[src/rtl/vga_color_line_if.sv]
// Colour-in / VGA-out bundle for vga_color_line.
// master: application side driving RGB; slave: the raster generator.
interface vga_color_line_if;
  logic [11:0] RGB;
  logic        VGA_HSYNC;
  logic        VGA_VSYNC;
  logic [3:0]  VGA_RED;
  logic [3:0]  VGA_GREEN;
  logic [3:0]  VGA_BLUE;

  modport master (
    output RGB,
    input  VGA_HSYNC, VGA_VSYNC, VGA_RED, VGA_GREEN, VGA_BLUE
  );

  modport slave (
    input  RGB,
    output VGA_HSYNC, VGA_VSYNC, VGA_RED, VGA_GREEN, VGA_BLUE
  );
endinterface

[src/rtl/vga_color_line.sv]
// Single-colour VGA raster generator: pixel-rate divider, H/V counters, registered sync and colour.
// Optional macro VGA_BORDER_LINE_EN draws a white one-pixel frame around the visible area.
module vga_color_line #(
  parameter int unsigned CLK_DIV  = 4,
  parameter int unsigned H_ACTIVE = 640,
  parameter int unsigned H_FP     = 16,
  parameter int unsigned H_SYNC   = 96,
  parameter int unsigned H_BP     = 48,
  parameter int unsigned V_ACTIVE = 480,
  parameter int unsigned V_FP     = 10,
  parameter int unsigned V_SYNC   = 2,
  parameter int unsigned V_BP     = 33
) (
  input  logic             CLK,
  input  logic             RST_N,
  vga_color_line_if.slave  vga
);

  localparam int unsigned H_TOTAL = H_ACTIVE + H_FP + H_SYNC + H_BP;
  localparam int unsigned V_TOTAL = V_ACTIVE + V_FP + V_SYNC + V_BP;
  localparam int unsigned DIV_W   = (CLK_DIV > 1) ? $clog2(CLK_DIV) : 1;
  localparam int unsigned H_W     = $clog2(H_TOTAL);
  localparam int unsigned V_W     = $clog2(V_TOTAL);

  localparam logic [DIV_W-1:0] DIV_LAST = DIV_W'(CLK_DIV - 1);
  localparam logic [H_W-1:0]   H_LAST   = H_W'(H_TOTAL - 1);
  localparam logic [H_W-1:0]   H_ACT    = H_W'(H_ACTIVE);
  localparam logic [H_W-1:0]   HS_FIRST = H_W'(H_ACTIVE + H_FP);
  localparam logic [H_W-1:0]   HS_LAST  = H_W'(H_ACTIVE + H_FP + H_SYNC - 1);
  localparam logic [V_W-1:0]   V_LAST   = V_W'(V_TOTAL - 1);
  localparam logic [V_W-1:0]   V_ACT    = V_W'(V_ACTIVE);
  localparam logic [V_W-1:0]   VS_FIRST = V_W'(V_ACTIVE + V_FP);
  localparam logic [V_W-1:0]   VS_LAST  = V_W'(V_ACTIVE + V_FP + V_SYNC - 1);
`ifdef VGA_BORDER_LINE_EN
  localparam logic [H_W-1:0]   H_EDGE   = H_W'(H_ACTIVE - 1);
  localparam logic [V_W-1:0]   V_EDGE   = V_W'(V_ACTIVE - 1);
`endif

  logic [DIV_W-1:0] div_cnt_q, div_cnt_d;
  logic [H_W-1:0]   h_cnt_q, h_cnt_d;
  logic [V_W-1:0]   v_cnt_q, v_cnt_d;
  logic             hsync_q, hsync_d;
  logic             vsync_q, vsync_d;
  logic [11:0]      colour_q, colour_d;
  logic             pix_en;
  logic             active;
  logic [11:0]      pix_rgb;

  // Outputs are computed from the pre-increment counters, giving one pixel tick of latency.
  always_comb begin
    div_cnt_d = div_cnt_q;
    h_cnt_d   = h_cnt_q;
    v_cnt_d   = v_cnt_q;
    hsync_d   = hsync_q;
    vsync_d   = vsync_q;
    colour_d  = colour_q;

    pix_en  = (div_cnt_q == DIV_LAST);
    active  = (h_cnt_q < H_ACT) && (v_cnt_q < V_ACT);
    pix_rgb = vga.RGB;
`ifdef VGA_BORDER_LINE_EN
    if ((h_cnt_q == '0) || (h_cnt_q == H_EDGE) || (v_cnt_q == '0) || (v_cnt_q == V_EDGE)) begin
      pix_rgb = '1;
    end
`endif

    div_cnt_d = pix_en ? '0 : div_cnt_q + DIV_W'(1);

    if (pix_en) begin
      if (h_cnt_q == H_LAST) begin
        h_cnt_d = '0;
        v_cnt_d = (v_cnt_q == V_LAST) ? '0 : v_cnt_q + V_W'(1);
      end else begin
        h_cnt_d = h_cnt_q + H_W'(1);
      end
      hsync_d  = !((h_cnt_q >= HS_FIRST) && (h_cnt_q <= HS_LAST));
      vsync_d  = !((v_cnt_q >= VS_FIRST) && (v_cnt_q <= VS_LAST));
      colour_d = active ? pix_rgb : '0;
    end
  end

  always_ff @(posedge CLK or negedge RST_N) begin
    if (!RST_N) begin
      div_cnt_q <= '0;
      h_cnt_q   <= '0;
      v_cnt_q   <= '0;
      hsync_q   <= 1'b1;
      vsync_q   <= 1'b1;
      colour_q  <= '0;
    end else begin
      div_cnt_q <= div_cnt_d;
      h_cnt_q   <= h_cnt_d;
      v_cnt_q   <= v_cnt_d;
      hsync_q   <= hsync_d;
      vsync_q   <= vsync_d;
      colour_q  <= colour_d;
    end
  end

  assign vga.VGA_HSYNC = hsync_q;
  assign vga.VGA_VSYNC = vsync_q;
  assign vga.VGA_RED   = colour_q[11:8];
  assign vga.VGA_GREEN = colour_q[7:4];
  assign vga.VGA_BLUE  = colour_q[3:0];

endmodule

[src/flat_wrapper.sv]
// flat-port wrapper written by rule: the top's interface ports become plain ports
module vga_color_line_flat 
#(
  parameter int unsigned CLK_DIV  = 4,
  parameter int unsigned H_ACTIVE = 640,
  parameter int unsigned H_FP     = 16,
  parameter int unsigned H_SYNC   = 96,
  parameter int unsigned H_BP     = 48,
  parameter int unsigned V_ACTIVE = 480,
  parameter int unsigned V_FP     = 10,
  parameter int unsigned V_SYNC   = 2,
  parameter int unsigned V_BP     = 33
)
  (CLK, RST_N, vga_RGB, vga_VGA_HSYNC, vga_VGA_VSYNC, vga_VGA_RED, vga_VGA_GREEN, vga_VGA_BLUE);
  vga_color_line_if vga_i ();
  input  logic CLK;
  input  logic RST_N;
  input wire logic [$bits(vga_i.RGB)-1:0] vga_RGB;
  output wire logic [$bits(vga_i.VGA_HSYNC)-1:0] vga_VGA_HSYNC;
  output wire logic [$bits(vga_i.VGA_VSYNC)-1:0] vga_VGA_VSYNC;
  output wire logic [$bits(vga_i.VGA_RED)-1:0] vga_VGA_RED;
  output wire logic [$bits(vga_i.VGA_GREEN)-1:0] vga_VGA_GREEN;
  output wire logic [$bits(vga_i.VGA_BLUE)-1:0] vga_VGA_BLUE;
  assign vga_i.RGB = vga_RGB;
  assign vga_VGA_HSYNC = vga_i.VGA_HSYNC;
  assign vga_VGA_VSYNC = vga_i.VGA_VSYNC;
  assign vga_VGA_RED = vga_i.VGA_RED;
  assign vga_VGA_GREEN = vga_i.VGA_GREEN;
  assign vga_VGA_BLUE = vga_i.VGA_BLUE;
  vga_color_line #(.CLK_DIV(CLK_DIV), .H_ACTIVE(H_ACTIVE), .H_FP(H_FP), .H_SYNC(H_SYNC), .H_BP(H_BP), .V_ACTIVE(V_ACTIVE), .V_FP(V_FP), .V_SYNC(V_SYNC), .V_BP(V_BP)) u_core (.CLK(CLK), .RST_N(RST_N), .vga(vga_i));
endmodule
[config.mk]
export PLATFORM = sky130hd
export DESIGN_NAME = vga_color_line_flat
export DESIGN_NICKNAME = d
export VERILOG_FILES = /design/src/rtl/vga_color_line_if.sv /design/src/rtl/vga_color_line.sv /design/src/flat_wrapper.sv
export SDC_FILE = /design/constraint.sdc
export NUM_CORES = 1
export LEC_CHECK = 0
export BUFFER_PORTS_ARGS = -buffer_cell sky130_fd_sc_hd__buf_2
export CORE_ASPECT_RATIO = 0.6
export CORE_UTILIZATION = 25
export CTS_CLUSTER_DIAMETER = 150
export DETAILED_ROUTE_END_ITERATION = 10
export GPL_ROUTABILITY_DRIVEN = 0
export RECOVER_POWER = 100
export SYNTH_ARGS = -nofsm -noshare
export SYNTH_HDL_FRONTEND = slang
export SYNTH_SLANG_ARGS = --single-unit
[constraint.sdc]
create_clock -name CLK -period 1.7 [get_ports CLK]
set_input_delay 0.17 -clock CLK [delete_from_list [all_inputs] [get_ports CLK]]
set_output_delay 0.17 -clock CLK [all_outputs]
set_load 0.02 [all_outputs]
# [Word level (Yosys, flattened, before mapping)]
# Index checks and enable logic that the tools add are counted.
[classes] addsub=3 order_cmp=6 muxes=4 eq_ne=3 reduce_logical=6
[op_table] cell="10-bit by 1-bit adder with 10-bit output (second input constant)" n=2
[op_table] cell="10-bit equality test (second input constant)" n=2
[op_table] cell="10-bit 2-to-1 mux" n=2
[op_table] cell="12-bit 2-to-1 mux" n=1
[op_table] cell="10-bit greater-or-equal comparator (second input constant)" n=1
[op_table] cell="10-bit by 9-bit greater-or-equal comparator with 1-bit output (second input constant)" n=1
[op_table] cell="10-bit less-or-equal comparator (second input constant)" n=1
[op_table] cell="10-bit by 9-bit less-or-equal comparator with 1-bit output (second input constant)" n=1
[op_table] cell="10-bit less-than comparator (second input constant)" n=1
[op_table] cell="10-bit by 9-bit less-than comparator with 1-bit output (second input constant)" n=1
[op_table] cell="1-bit logical AND" n=3
[op_table] cell="2-bit by 1-bit adder with 2-bit output (second input constant)" n=1
[op_table] cell="2-bit equality test (second input constant)" n=1
[op_table] cell="1-bit logical NOT" n=2
[op_table] cell="2-bit 2-to-1 mux" n=1
[op_table] cell="2-bit AND reduction" n=1
[totals] elab_cells=28 input_bits=14 register_bits=36

# [Logic depth before layout (Yosys ltp)]
# Gate-level depths: netlist of the first run.
[logic_depth] word_depth=3 mapped_depth=7 ltp_nobuf=5

# [Worst setup path before layout of the first run]
# OpenSTA, ideal clock, no wires.
[synth_path] path_kind="reg2reg" startpoint="reg u_core.div_cnt_q[0]" endpoint="reg u_core.v_cnt_q[5]" path_slack_ns=0.052 path_stages_with_launch=8 n_path_buf=2 t_arrival_ns=1.582 period_less_slack_ns=1.648 cell_sequence="dfrtp_1 ha_1 buf_4 and4_1 buf_4 nand3_4 or4_1 nand2_1"
[synth_between] elab_chain_cells=2
[synth_rtl] element="from (decl)" line_no="vga_color_line.sv:39" text="logic [DIV_W-1:0] div_cnt_q, div_cnt_d;"
[synth_rtl] element="from (signal assigned)" line_no="vga_color_line.sv:91" text="div_cnt_q <= div_cnt_d;"
[synth_rtl] element="2-bit equality test" line_no="vga_color_line.sv:58" text="pix_en = (div_cnt_q == DIV_LAST);"
[synth_rtl] element="2-bit AND reduction (no source line)"
[synth_rtl] element="to (signal assigned)" line_no="vga_color_line.sv:93" text="v_cnt_q <= v_cnt_d;"
[synth_rtl] element="to (decl)" line_no="vga_color_line.sv:41" text="logic [V_W-1:0] v_cnt_q, v_cnt_d;"
# Every way passes these cells.
# A chain may end at the register's enable or synchronous reset.

# [Worst setup path in the final report of the first run]
[layout_path] startpoint="reg u_core.h_cnt_q[7]" endpoint="reg u_core.v_cnt_q[5]"
[layout_between] elab_chain_cells=2
[layout_rtl] element="from (decl)" line_no="vga_color_line.sv:40" text="logic [H_W-1:0] h_cnt_q, h_cnt_d;"
[layout_rtl] element="from (signal assigned)" line_no="vga_color_line.sv:92" text="h_cnt_q <= h_cnt_d;"
[layout_rtl] element="10-bit equality test" line_no="vga_color_line.sv:70" text="if (h_cnt_q == H_LAST) begin"
[layout_rtl] element="2-bit AND reduction (no source line)"
# Every way passes these cells.

==> results of run 1 <==
==> cell families after synthesis <==
| family | synth area share (%) |
|---|---|
| DFF | 53.1 |
| muxes | 1.84 |
| adders and majority gates | 3.68 |
| and+or+nand+nor | 21.3 |
| xor gates and xnor gates | 4.12 |
| buffers and inverters | 5.30 |
| AOI/OAI and AO/OA | 10.7 |
==> sequential cells by signal (all words and copies together), names as in the netlist <==
signal	flops
u_core.vga.VGA_VSYNC	1
u_core.colour_q	12
u_core.h_cnt_q	10
u_core.div_cnt_q	2
u_core.v_cnt_q	10
u_core.vga.VGA_HSYNC	1
==> worst max path at each step <==
stage	start	end	slack, ns
6_report	u_core.h_cnt_q[7]	u_core.v_cnt_q[5]	0.08
5_1_grt	u_core.h_cnt_q[7]	u_core.v_cnt_q[5]	0.02
4_1_cts	u_core.h_cnt_q[1]	u_core.v_cnt_q[5]	0.06
3_5_place_dp	u_core.h_cnt_q[1]	u_core.v_cnt_q[5]	0.07
3_3_place_gp	u_core.h_cnt_q[0]	u_core.v_cnt_q[5]	0.10
2_1_floorplan	u_core.div_cnt_q[0]	u_core.v_cnt_q[5]	0.05
==> layout by cell type (no fill, tap or decap), types with 3 or more instances in the layout <==
master	n
a21oi_1	3
and3_1	7
buf_2	12
buf_4	5
clkbuf_1	17
clkbuf_16	5
dfrtp_1	34
ha_1	5
inv_1	17
nand2_1	22
nand3_1	7
nand4_1	5
nor2_1	10
nor3_1	5
o21ai_0	19
xnor2_1	4
xor2_1	4
==> per-stage QoR <==
| step | instance area, µm² | setup slack (ns) | power [W] | hold WS, ns |
|---|---|---|---|---|
| 2_1_floorplan | 1700 | 0.0521 | 0.000923 | -0.126 |
| 3_3_place_gp | 1990 | 0.103 | 0.000976 | 0.130 |
| 3_5_place_dp | 1990 | 0.0732 | 0.000977 | 0.133 |
| 4_1_cts | 2150 | 0.0609 | 0.00192 | 0.0862 |
| 5_1_grt | 2130 | 0.0194 | 0.00196 | 0.108 |
| 6_report | 2130 | 0.0848 | 0.00188 | 0.0942 |
==> power breakdown <==
part / internal [W] / switching [W]
Clock: 0.000583 / 0.000344
Sequential: 0.000872 / 0.00000719
Combinational: 0.0000272 / 0.0000506
Total: 0.00148 / 0.000402
==> layer usage <==
layer | up-vias | part of all wire (%)
li1 | 670 | -
met1 | 612 | 58
met2 | 31 | 34
met3 | 8 | 5.5
met4 | 0 | 2.2
met5 | - | 0
==> tightest hold or removal path: cells and delay by family <==
family / cells / cell delay (ns)
and+or+nand+nor: 1 / 0.03
AOI/OAI and AO/OA: 1 / 0.06
buffers and inverters: 1 / 0.07
==> repair_timing <==
item	in CTS	in global routing
setup endpoints to repair	0	5
endpoints found under the hold margin	16	0
hold buffers	1	0
gates resized for setup	0	3
buffers inserted	0	0
==> final cells by class <==
type | instances | area, µm²
Clock buffer | 7 | 143
Clock inverter | 1 | 7.51
Fill cell | 652 | 4210
Inverter | 17 | 63.8
Multi-Input combinational cell | 114 | 711
Sequential cell | 36 | 903
Tap cell | 84 | 105
Timing Repair Buffer | 36 | 193
==> summary.txt, run 1 <==
Status
  • Status: completed

Global routing
  • Pin count of the biggest net entering global routing: 28
  • GR Overflow Total: 0
  • GRT Total Usage: a little over a tenth
  • Vias in the first global route: 1,208
  • Met3 GRT Util: roughly 3.9%
  • Met2 GRT Util: a little over an eighth
  • GR peak layer: met1
  • Initial antenna violation count: 0
  • Global-route wire length before repair: roughly 5700 µm
  • GRT met1 Usage: 15.5%

Synthesis
  • Syn. warnings: 0
  • Count leader, synth: dfrtp_1
  • Top_reg_cell synth: dfrtp_1
  • Synth Net Count: ~190
  • Yosys reg bits: 36
  • Cell taking the most area after synthesis: dfrtp_1
  • Sequential share of the synthesized area: between 50% and 60%
  • Distinct cells, synth: 32
  • Top-area cell type share of the netlist area: 50.0%
  • Top cells by area in the synthesized netlist: dfrtp_1 (50%), o21ai_0 (5.6%), nand2_1 (4.9%)
  • Commonest cells post-synth: dfrtp_1 (34), nand2_1 (22), o21ai_0 (19)
  • Number of synthesized flops with an enable pin: 0
  • Async set-reset flop share out of synthesis: 100%
  • Synthesized cell area: 1700 µm²
  • Average size of a mapped cell: about 9.9 µm²
  • Mapped Cells: roughly 170

Floorplanning
  • Die X: 108 µm
  • Die area: ~7100 µm²
  • Core area: roughly 6300 µm²
  • Initial core utilization: between 20% and 30%
  • Std-Cell Rows: 22
  • Io pins: 28
  • Die extent in y: about 66 µm

Critical path
  • Buffers & Inverters on Critical Path: 0
  • Crit path largest cell delay: between 0.5 and 0.6 ns
  • Largest delay share family, worst path: simple AND/OR/NAND/NOR gates
  • Critical Path RT: 1.92 ns
  • Reg2reg end: u_core.v_cnt_q[5]
  • CP endpoint kind: flop
  • Worst-case reg-to-reg path depth: 4
  • CP Class: flop to flop
  • CP max-delay cell: or4_1
  • RR Startpoint: u_core.h_cnt_q[7]
  • CP Max Fanout: 7
  • CP arrival: roughly 1.8 ns
  • Internal reg-to-reg setup slack: 0.08 ns
  • Critical path cell sequence: and4bb_2 -> nand3_4 -> or4_1 -> nand2_1
  • Startpoint Class: flop
  • Critical Path Stages: 4

Drt
  • DRC: 0
  • Drt total wl: around 3400 µm
  • Via count: ~1,300
  • Routed Antenna Nets: 0
  • Via/cell ratio: 4.48
  • DR pass1 iterations: 4
  • Routed length per instance: 11.5 µm
  • Iter 0 DRT Violations: 22

Place
  • DP HPWL: about 2500 µm
  • IO buf count: 27
  • Placed Cells: between 200 and 300

Layout
  • ANT cells: 0
  • Final Non-Filler Cells: 295
  • Final core occ: 33.6%
  • Fraction of layout cells with a size suffix above 1: approximately 16%
  • Syn-to-layout area delta: 25.0%
  • Nets@finish: 229

Timing
  • Slew HR: between 30 and 40%
  • Final setup TNS: 0 ns
  • Final max-slew violation count: 0
  • RSZ-0062 raised after global routing: no
  • Least-Margin Pin Slew: between 0.9 and 1 ns
  • Final min period: around 1.6 ns
  • Setup violations, final: 0
  • Worst Skew: roughly 0.0032 ns
  • Period utilisation layout: a little over nine tenths
  • Final Hold Violating Endpoints: 0
  • Fmax: around 0.62 GHz

Min path
  • Hold path depth: 3
  • Hold Startpoint: vga_RGB[9]
  • Worst hold path type: primary input to flop
  • Hold Crit Endpoint: u_core.colour_q[9]

Pwr
  • PD cells: ~890 nW/µm²
  • Worst vdd ir: between 300 and 400 µV
  • Leak Pwr: a little under 1 nW

CTS
  • # H-tree levels: 2
  • Worst-skew pair later-pin latency: 0.28 ns
  • CTS tree: yes
  • Clock Path Buffers: 2
  • Clock-pin slew on the worst setup and hold paths: ~0.050 ns
  • CTS Sinks: 36
  • Root Driver: clkbuf_16
  • Clock buffer count from CTS: 5

Flow run
  • Maxcap violations: 0
(Power assumes the default switching activity.)
==> run 2, diff against run 1 <==
Settings changed: HOLD_SLACK_MARGIN set to 0.15.
==> run 2 against run 1 <==
Clock skew about the same. Clock-buffer cell count unchanged. Fmax rose by 0.42%. Via count is 3.0% higher. Wire length up 4.9%. First-iteration DRC count up 64%. Non-clock buffer count rose by 12. Final area increased by 5.7%. Clock power hardly changed. Highest routed layer unchanged.
==> summary.txt, run 2 (synthesis gave the netlist of run 1 again) <==
Floorplanning
  • Io pins: 28 (unchanged)
  • Std-Cell Rows: 22 (unchanged)
  • Die area: 7150 µm² (unchanged)
  • Initial core utilization: 26.9% (unchanged)
  • Die X: 108 µm (unchanged)
  • Core area: 6330 µm² (unchanged)
  • Die extent in y: 65.9 µm (unchanged)

Drt
  • DRC: 0 (unchanged)
  • Via count: 1,361 (+3.0%)
  • Drt total wl: 3560 µm (+4.9%)
  • Iter 0 DRT Violations: 36 (+64%)
  • Routed Antenna Nets: 0 (unchanged)
  • DR pass1 iterations: 4 (unchanged)
  • Routed length per instance: 11.6 µm (+0.79%)
  • Via/cell ratio: 4.43 (-1.0%)

Timing
  • Final setup TNS: 0 ns (unchanged)
  • Least-Margin Pin Slew: 0.994 ns (+0.00262 ns)
  • Period utilisation layout: 94.6% (-0.40 points)
  • Slew HR: 33.7% (-0.17 points)
  • Setup violations, final: 0 (unchanged)
  • Final max-slew violation count: 0 (unchanged)
  • Fmax: 0.622 GHz (+0.42%)
  • Final Hold Violating Endpoints: 0 (unchanged)
  • RSZ-0062 raised after global routing: no
  • Final min period: 1.61 ns (-0.00682 ns)
  • Worst Skew: 0.00346 ns (+0.000304 ns)

CTS
  • Worst-skew pair later-pin latency: 0.28 ns (about the same)
  • Clock buffer count from CTS: 5 (unchanged)
  • CTS Sinks: 36 (unchanged)
  • Clock Path Buffers: 2 (unchanged)
  • Root Driver: clkbuf_16
  • CTS tree: yes
  • Setup bufs post-CTS: 0 (unchanged)
  • # H-tree levels: 2 (unchanged)
  • Clock-pin slew on the worst setup and hold paths: 0.05 ns (about the same)

Global routing
  • GRT Total Usage: 11.3% (+0.47 points)
  • GR Overflow Total: 0 (unchanged)
  • Vias in the first global route: 1,273 (+5.4%)
  • Global-route wire length before repair: 6000 µm (+4.3%)
  • Pin count of the biggest net entering global routing: 28 (unchanged)
  • Initial antenna violation count: 0 (unchanged)

Place
  • IO buf count: 27 (unchanged)
  • DP HPWL: 2500 µm (unchanged)
  • Placed Cells: 286 (unchanged)

Layout
  • Filler instances: 635 (-2.6%)
  • Largest register FFs: 12 (unchanged)
  • Final Non-Filler Cells: 307 (+4.1%)
  • Fraction of layout cells with a size suffix above 1: 15.2% (-0.87 points)
  • Biggest register: u_core.colour_q
  • Commonest non-fill, non-tap cells in the layout: dfrtp_1 (34), nand2_1 (22), o21ai_0 (19)
  • Syn-to-layout area delta: 32.1%
  • Nets@finish: 241 (+5.2%)
  • Commonest non-fill, non-tap cell in the layout: dfrtp_1
  • ANT cells: 0 (unchanged)
  • Biggest regs: u_core.colour_q x12, u_core.h_cnt_q x10, u_core.v_cnt_q x10

Flow run
  • Maxcap violations: 0 (unchanged)

Critical path
  • CP Max Fanout: 7 (unchanged)
  • CP max-delay cell: or4_1
  • CP Class: flop to flop
  • Critical Path RT: 1.92 ns (about the same)
  • Critical path cell sequence: and4bb_2 -> nand3_4 -> or4_1 -> nand2_1
  • Internal reg-to-reg setup slack: 0.09 ns (about the same)
  • Startpoint Class: flop
  • CP arrival: 1.83 ns (about the same)
  • CP endpoint kind: flop
  • Crit path largest cell delay: 0.51 ns (about the same)

Pwr
  • Power Total: 0.00191 W (+1.2%)
  • Worst vdd ir: 359 µV (+0.55%)
  • Leak Pwr: 1.04 nW (+5.1%)
  • PD cells: 849 nW/µm² (-4.2%)

Status
  • Status: completed

Min path
  • Worst hold path type: flop to flop
## run 2: critical path: cells and delay by family, from the launching register on
family | cells | cell delay (ns)
flip-flops | 1 | 0.43
AND/OR/NAND/NOR | 4 | 1.12
## run 2: per-layer routing
metal / GRT usage (%) / wire [µm] / vias up
li1: - / - / 693
met1: 15.7 / 2010 / 630
met2: 15.0 / 1300 / 30
met3: 3.94 / 176 / 8
met4: 6.08 / 75 / 0
met5: 0 / 0 / -
## run 2: path summary, 6_finish.rpt
kind / from / depth (start not counted) / end
min in group asynchronous: RST_N / 2 / u_core.h_cnt_q[2]
min reg2reg: u_core.div_cnt_q[0] / 1 / u_core.div_cnt_q[0]
max reg2reg: u_core.h_cnt_q[7] / 4 / u_core.v_cnt_q[5]
max: u_core.h_cnt_q[7] / 4 / u_core.v_cnt_q[5]
min: u_core.div_cnt_q[0] / 1 / u_core.div_cnt_q[0]
max in group asynchronous: RST_N / 3 / u_core.vga.VGA_VSYNC
## run 2: layout make-up
class / count / area, µm² / area share, %
tap: 84 / 105 / 4.68
inverter: 17 / 63.8 / 2.84
timing repair buffer: 48 / 313 / 13.9
clock buffer: 7 / 143 / 6.35
clock inverter: 1 / 7.51 / 0.334
sequential: 36 / 903 / 40.2
multi-input combinational: 114 / 711 / 31.6
## run 2: per-stage QoR
step | cell area, µm² | hold WS [ns] | util [%] | setup WS, ns
2_1_floorplan | 1700 | -0.126 | - | 0.0521
6_report | 2250 | 0.425 | 35.5 | 0.0916
5_1_grt | 2250 | 0.457 | 35.5 | 0.0194
3_5_place_dp | 1990 | 0.133 | 31.4 | 0.0732
4_1_cts | 2270 | 0.370 | 35.8 | 0.0609
3_3_place_gp | 1990 | 0.130 | 31.4 | 0.103
## run 2: power by group
group          total [W]  internal [W]  switching [W]
combinational  0.0000996     0.0000451      0.0000545
sequential      0.000880      0.000872     0.00000726
clock           0.000927      0.000583       0.000344
total            0.00191       0.00150       0.000406
## run 2: repair_timing
item                                    CTS  global route
hold buffers                             13             0
hold endpoints to repair                 28             0
endpoints found under the setup margin    0             5
gates resized for setup                   0             3
